===== src/rtl/instr_fetch_stage.sv =====
// Instruction fetch stage: host-loaded program memory, PC sequencer,
// stall bubbles and a trailing NOP drain before signalling done.
module instr_fetch_stage #(
  parameter int          DEPTH        = 64,
  parameter int          AW           = 6,
  parameter logic [31:0] NOP          = 32'h0000_0000,
  parameter int          DRAIN_CYCLES = 3
) (
  input  logic          clk,
  input  logic          rst,
  input  logic          load_en,
  input  logic [AW-1:0] load_addr,
  input  logic [31:0]   load_data,
  input  logic [AW:0]   prog_len,
  input  logic          start,
  input  logic          stall,
  output logic [31:0]   instr_out,
  output logic          instr_valid,
  output logic [AW-1:0] pc,
  output logic          busy,
  output logic          done
);

  typedef enum logic [1:0] {
    IDLE,
    RUN,
    DRAIN,
    DONE
  } state_e;

  localparam int CW = $clog2(DRAIN_CYCLES + 2);
  localparam logic [AW:0]   DEPTH_L = (AW+1)'(DEPTH);
  localparam logic [CW-1:0] DRAIN_L = CW'(DRAIN_CYCLES);

  state_e        state_q, state_d;
  logic [AW-1:0] pc_q, pc_d;
  logic [AW:0]   len_q, len_d;
  logic [CW-1:0] cnt_q, cnt_d;
  logic [31:0]   instr_q, instr_d;
  logic          valid_q, valid_d;
  logic          idle_like;
  logic          last;

  logic [31:0] mem_q [DEPTH];

  assign idle_like = (state_q == IDLE) || (state_q == DONE);
  assign last      = ({1'b0, pc_q} == (len_q - (AW+1)'(1)));

  // Program memory is deliberately outside the reset domain
  always_ff @(posedge clk) begin
    if (load_en && idle_like) begin
      mem_q[load_addr] <= load_data;
    end
  end

  always_comb begin
    state_d = state_q;
    pc_d    = pc_q;
    len_d   = len_q;
    cnt_d   = cnt_q;
    instr_d = NOP;
    valid_d = 1'b0;
    unique case (state_q)
      IDLE, DONE: begin
        if (start) begin
          len_d   = (prog_len > DEPTH_L) ? DEPTH_L : prog_len;
          pc_d    = '0;
          state_d = (prog_len == '0) ? DONE : RUN;
        end
      end
      RUN: begin
        if (!stall) begin
          instr_d = mem_q[pc_q];
          valid_d = 1'b1;
          if (last) begin
            pc_d    = '0;
            cnt_d   = DRAIN_L;
            state_d = (DRAIN_CYCLES == 0) ? DONE : DRAIN;
          end else begin
            pc_d = pc_q + AW'(1);
          end
        end
      end
      DRAIN: begin
        cnt_d = cnt_q - CW'(1);
        if (cnt_q <= CW'(1)) begin
          state_d = DONE;
        end
      end
      default: begin
        state_d = IDLE;
      end
    endcase
  end

  always_ff @(posedge clk or posedge rst) begin
    if (rst) begin
      state_q <= IDLE;
      pc_q    <= '0;
      len_q   <= '0;
      cnt_q   <= '0;
      instr_q <= NOP;
      valid_q <= 1'b0;
    end else begin
      state_q <= state_d;
      pc_q    <= pc_d;
      len_q   <= len_d;
      cnt_q   <= cnt_d;
      instr_q <= instr_d;
      valid_q <= valid_d;
    end
  end

  assign instr_out   = instr_q;
  assign instr_valid = valid_q;
  assign pc          = pc_q;
  assign busy        = (state_q == RUN) || (state_q == DRAIN);
  assign done        = (state_q == DONE);

endmodule


===== config.mk =====
export PLATFORM = sky130hd
export DESIGN_NAME = instr_fetch_stage
export DESIGN_NICKNAME = d
export VERILOG_FILES = /design/src/rtl/instr_fetch_stage.sv
export SDC_FILE = /design/constraint.sdc
export NUM_CORES = 2
export LEC_CHECK = 0
export ABC_CLOCK_PERIOD_IN_PS = 5300
export CORE_ASPECT_RATIO = 0.6
export CORE_MARGIN = 3
export CORE_UTILIZATION = 35
export CTS_BUF_LIST = sky130_fd_sc_hd__clkbuf_8
export DETAILED_ROUTE_END_ITERATION = 8
export PLACE_DENSITY_LB_ADDON = 0.2
export RECOVER_POWER = 50
export SYNTH_ARGS = -nofsm -noshare
export SYNTH_HDL_FRONTEND = slang
export SYNTH_SLANG_ARGS = --single-unit

===== constraint.sdc =====
create_clock -name clk -period 5.3 [get_ports clk]
set_input_delay 1.325 -clock clk [delete_from_list [all_inputs] [get_ports clk]]
set_output_delay 1.325 -clock clk [all_outputs]
set_load 0.005 [all_outputs]

# Word level (Yosys, flattened, before mapping)
# Memory sizes are Yosys's and may differ from the RTL's.
# Cells that the tools add are included.
dict set report totals {
  word_cells 52
  inputBits 50
  out_inout_bits 41
  register_bits 51
  mem_bits_rw 2048
  memories 1
  mem_bits_ro 0
  latchBits 0
}
# name depth word_bits read_ports rd_ports_with_merged_regs wr line
set memory_table {}
lappend memory_table {mem_q 64 32 1 0 1 44} ;# logic [31:0] mem_q [DEPTH];
dict set report classes {
  addsub 3
  div 0
  reduce_logical 12
  mul 0
  n_shift 0
  n_lt_le_gt_ge 2
  bitwise 0
  mux 20
  n_eq_ne 8
}
# cell n
set op_table {}
lappend op_table {{$mux 32} 2}
lappend op_table {{$mux 6} 3}
lappend op_table {{$pmux 6 s2} 1}
lappend op_table {{$mux 2} 5}
lappend op_table {{$ne 2x2->1 const B} 4}
lappend op_table {{$eq 6x7->1} 1}
lappend op_table {{$gt 7x7->1 const B} 1}
lappend op_table {{$logic_not 7->1} 1}
lappend op_table {{$mux 7} 1}
lappend op_table {{$sub 7x1->7 const B} 1}
lappend op_table {{$add 6x1->6 const B} 1}
lappend op_table {{$mux 3} 2}
lappend op_table {{$pmux 2 s3} 1}
lappend op_table {{$pmux 3 s2} 1}
lappend op_table {{$reduce_and 3->1} 2}
lappend op_table {{$eq 2x2->1 const B} 2}
lappend op_table {{$mux 1} 4}
lappend op_table {{$reduce_and 4->1} 1}
lappend op_table {{$reduce_bool 2->1} 2}
lappend op_table {{$le 3x1->1 const B} 1}
lappend op_table {{$sub 3x1->3 const B} 1}
lappend op_table {{$eq 2x1->1 const B} 1}
lappend op_table {{$logic_not 2->1} 1}
lappend op_table {{$logic_or 1x1->1} 2}
lappend op_table {{other kinds (3)} 3}

# Logic depth before layout (Yosys ltp)
dict set report depth {
  word_depth 5
  mapped_depth 10
  ltp_nobuf 8
}

# Worst setup path before layout
# OpenSTA, ideal clock, no wires.
dict set report synth_path {
  path_kind {input-to-reg}
  from {input port load_addr[5]}
  to {memory mem_q[48][0], enable pin}
  required_time_ps 4839
  arrival_time_ps 4116
  cell_stages 5
  setup_slack_ps 723
  setup_time_ps 461
  cell_sequence {clkbuf_1 nand2_1 nor3_1 nand2b_1 nor3_1}
}
# item line
set synth_rtl {}
lappend synth_rtl {{from (decl)} 12} ;# input logic [AW-1:0] load_addr,
lappend synth_rtl {{to (decl)} 44}
# Straight into the memory's write port.

# Worst setup path after layout
dict set report layout_path {
  from {register pc_q[0], in the netlist pc[0]}
  to {output port pc[0]}
}
# item line
set layout_rtl {}
lappend layout_rtl {{from (decl)} 36} ;# logic [AW-1:0] pc_q, pc_d;
lappend layout_rtl {{from (signal assigned)} 106} ;# pc_q <= pc_d;
lappend layout_rtl {{to (decl)} 19} ;# output logic [AW-1:0] pc,
# No word-level cell between the ends.

==> metrics.md <==
| Metric | Value |
|---|---|
| Mapped Nets | 3416 |
| Die Footprint | 0.2341 mm² |
| Clock-pin slew of the registers on the worst-case setup and hold paths | 60 ps |
| Share of synthesized area occupied by flip-flops and latches | 78.62% |
| Highest routing layer actually used | met5 |
| Startpoint of the most critical setup path | pc[0] |
| Maximum level of the CTS H-tree | 5 |
| Number of enable flip-flop cells after synthesis | 2048 |
| Min-delay src | cnt_q[0] |
| Cell types occupying the most area after synthesis | sky130_fd_sc_hd__edfxtp_1 (77%), sky130_fd_sc_hd__mux4_2 (16%), sky130_fd_sc_hd__dfrtp_1 (1.6%), sky130_fd_sc_hd__mux2i_1 (0.79%), sky130_fd_sc_hd__o22ai_1 (0.39%) |
| Pins Over Slew Limit | 2057 |
| Placed cells | 6432 |
| Residual overflow from global routing | 0 |
| First-pass DRT Iterations | 5 |
| Buffer depth of the longest clock path | 4 |
| Met2 Routed Length | 89620 µm |
| Final #Nets | 3793 |
| Post-CTS resize count | 0 |
| Worst path required time | 3970 ps |
| Starting density of the core | 35.30% |
| Wire length of the first global-routing pass | 310900 µm |
| Kind of end point of the critical path | output pin |
| Vias per inst | 5.459 |
| Worst clock skew | 72.81 ps |
| Number of hold violations in the final report | 0 |
| Half-perimeter wire length after detailed placement | 138600 µm |
| Via total after detailed routing | 38130 |
| Setup TNS | 0 ps |
| Area growth from synthesis to layout | 13.96% |
| Die span in x | 622.6 µm |
| Delay contributed by the slowest stage of the critical path | 900 ps |
| Min-delay worst type | flip-flop to flip-flop |
| Synthesized instance count | 3358 |
| CTS sink cnt | 2099 |
| First DRT Iteration DRCs | 4609 |
| Vertical die dimension | 376.0 µm |
| Share of the cycle needed by the critical path after routing | 77.41% |
| Placement Rows | 135 |
| Avg WL per Cell | 32.23 µm |
| Worst Path Buf+Inv | 2 |
| Final Core Density | 40.23% |
| Met1 wire length | 107300 µm |
| Relative max-transition margin | -156.9% |
| Maximum frequency from static timing analysis | 0.2437 GHz |
| Clock insertion delay at the later pin of the skew report | 920 ps |
| Actual transition at the worst max-transition pin | 3853 ps |
| Share of flip-flops with an asynchronous set or reset after synthesis | 2.430% |
| Post-synth top area cell | sky130_fd_sc_hd__edfxtp_1 |
| Failing checks | max-capacitance violations, max-slew violations |
| Number of top-level design ports | 91 |
| Number of fillers in the final layout | 19760 |
| Share of cells above drive strength 1 | 29.42% |
| Result of the run | complete, but fails checks |
| Post-synthesis cell area | 0.07984 mm² |
| Met3 routed wirelength | 21870 µm |
| Postcts setup bufs | 0 |
| Max-cap violations | 46 |
| Most used flip-flop cell after synthesis | sky130_fd_sc_hd__edfxtp_1 |
| Cell Chain, Critical Path | buf_12 -> clkdlybuf4s50_1 |
| Worst vdd ir | 0.0002668 V |
| Count of placed standard cells in the final layout, fillers left out | 6985 |
| FF+latch count, synth | 2099 |
| Number of global-route vias before repair | 37470 |
| Path type of the worst setup path | flip-flop to output pin |
| Largest delay contributor family on the critical path | flip-flops |
| Setup repair after global routing missed its margin | no |
| Launching element type of the critical path | flip-flop |
| Slowest library cell on the worst path | sky130_fd_sc_hd__dfrtp_4 |
| Biggest fanout along the worst timing path | 28 |
| DRC violation count after routing | 0 |
| Overall routing resource usage | 19.03% |
| Hold bufs inserted after CTS | 0 |
| Number of port buffers | 90 |
| Number of buffers inserted during clock tree synthesis | 315 |
| LEAKAGE | 27.64 nW |
| Worst r2r src | pc[4] |
| Post-layout min period | 4103 ps |
| Final GP Congestion | 0.8400 |
| Arr. time, crit path | 2780 ps |
| Final setup fails | 0 |
| CTS root buf | sky130_fd_sc_hd__clkbuf_8 |
| Unique cell type count in the Yosys netlist | 52 |
| Initial antenna violation count | 18 |
| DRT antenna net count | 0 |
| Cell Pwr Density | 456.6 mW/mm² |
| Sequential cell area | 0.06279 mm² |
| Largest net degree at the start of global routing | 80 |
| Post-Synthesis Mean Instance Area | 23.78 µm² |
| Synth top area share | 77.02% |
| Multi-input gate area | 0.01668 mm² |
| Core outline area | 0.2262 mm² |
| Clock tree from TritonCTS | done |
| DRT Wirelength | 225100 µm |
| Warnings, synthesis | 0 |
through the flow:
step	hold WS [ps]	total power, W	area [µm²]	worst slack [ps]
floorplan	491.8	0.02533	79840	723.3
global route	573.3	0.04329	90970	1039
global placement	531.8	0.02966	85510	1210
detailed placement	546.2	0.02963	85510	1164
CTS	555.3	0.04207	91140	1065
finish	544.6	0.04154	90990	1197
cells in the final DEF (no fill, tap or decap), types with 46 or more instances in the layout:
cell and count:
sky130_fd_sc_hd__edfxtp_1 2048, sky130_fd_sc_hd__mux4_2 581, sky130_fd_sc_hd__clkbuf_8 324, sky130_fd_sc_hd__buf_4 103
sky130_fd_sc_hd__inv_1 96, sky130_fd_sc_hd__clkinv_1 80, sky130_fd_sc_hd__mux2i_1 63, sky130_fd_sc_hd__nor2_4 60
sky130_fd_sc_hd__clkdlybuf4s50_1 56, sky130_fd_sc_hd__clkbuf_1 51, sky130_fd_sc_hd__o22ai_1 50, sky130_fd_sc_hd__dfrtp_1 46
cell families after synthesis:
kind of cell,count (synthesis),share of synthesized area (%)
muxes,646,17.21
and+or+nand+nor,188,1.070
buffers and inverters,189,1.084
AOI/OAI and AO/OA,223,1.837
adders and majority gates,8,0.1254
xor gates and xnor gates,5,0.05486
DFF,2099,78.62
area by class of cell:
class / instances / share of cell area [%]
antenna: 8 / 0.02200
clock buffer: 324 / 4.901
clock inverter: 221 / 1.287
inverter: 10 / 0.04263
multi-input combinational: 1070 / 18.33
sequential: 2099 / 69.01
tap: 3014 / 4.145
timing repair buffer: 239 / 2.259
synth_stat cells (13+ instances only):
| cell | n |
|---|---|
| sky130_fd_sc_hd__nor3_1 | 21 |
| sky130_fd_sc_hd__a211o_1 | 13 |
| sky130_fd_sc_hd__nor2_1 | 81 |
| sky130_fd_sc_hd__o22ai_1 | 50 |
| sky130_fd_sc_hd__buf_2 | 59 |
| sky130_fd_sc_hd__edfxtp_1 | 2048 |
| sky130_fd_sc_hd__nand2_1 | 40 |
| sky130_fd_sc_hd__dfrtp_1 | 51 |
| sky130_fd_sc_hd__mux4_2 | 581 |
| sky130_fd_sc_hd__buf_1 | 17 |
| sky130_fd_sc_hd__a22oi_1 | 14 |
| sky130_fd_sc_hd__o21ai_0 | 41 |
| sky130_fd_sc_hd__mux2i_1 | 63 |
| sky130_fd_sc_hd__clkbuf_1 | 83 |
| sky130_fd_sc_hd__a21oi_1 | 32 |
| sky130_fd_sc_hd__a211oi_1 | 37 |
| sky130_fd_sc_hd__buf_4 | 18 |
final timing paths:
check	endpoint	slack [ps]	cells past startpoint
setup / recovery	pc[0]	1200	2
setup reg to reg	instr_out[31]	1740	7
min in group asynchronous	instr_out[24]	1300	2
hold / removal	cnt_q[0]	540	1
max in group asynchronous	instr_out[31]	1770	3
hold reg to reg	cnt_q[0]	540	1
flip-flops by register name, indices dropped and copies added (netlist names):
register	flops
mem_q	2048
instr_out	32
len_q	7
pc	6
cnt_q	3
state_q	2
instr_valid	1
where the power goes:
part | internal, W | switching [W] | total (W) | leakage [nW]
clock network | 0.00612 | 0.00629 | 0.0124 | 3.20
registers | 0.0185 | 0.000519 | 0.0190 | 19.1
logic | 0.00447 | 0.00563 | 0.0101 | 5.36
total | 0.0291 | 0.0124 | 0.0415 | 27.6
metal layers:
metal  vias to the layer above  track usage, %
li1                      15250               -
met4                         4           5.462
met2                      1709           24.53
met1                     20870           30.38
met5                         -          0.3677
met3                       309           5.760
Power figures use the tool's default switching activity.
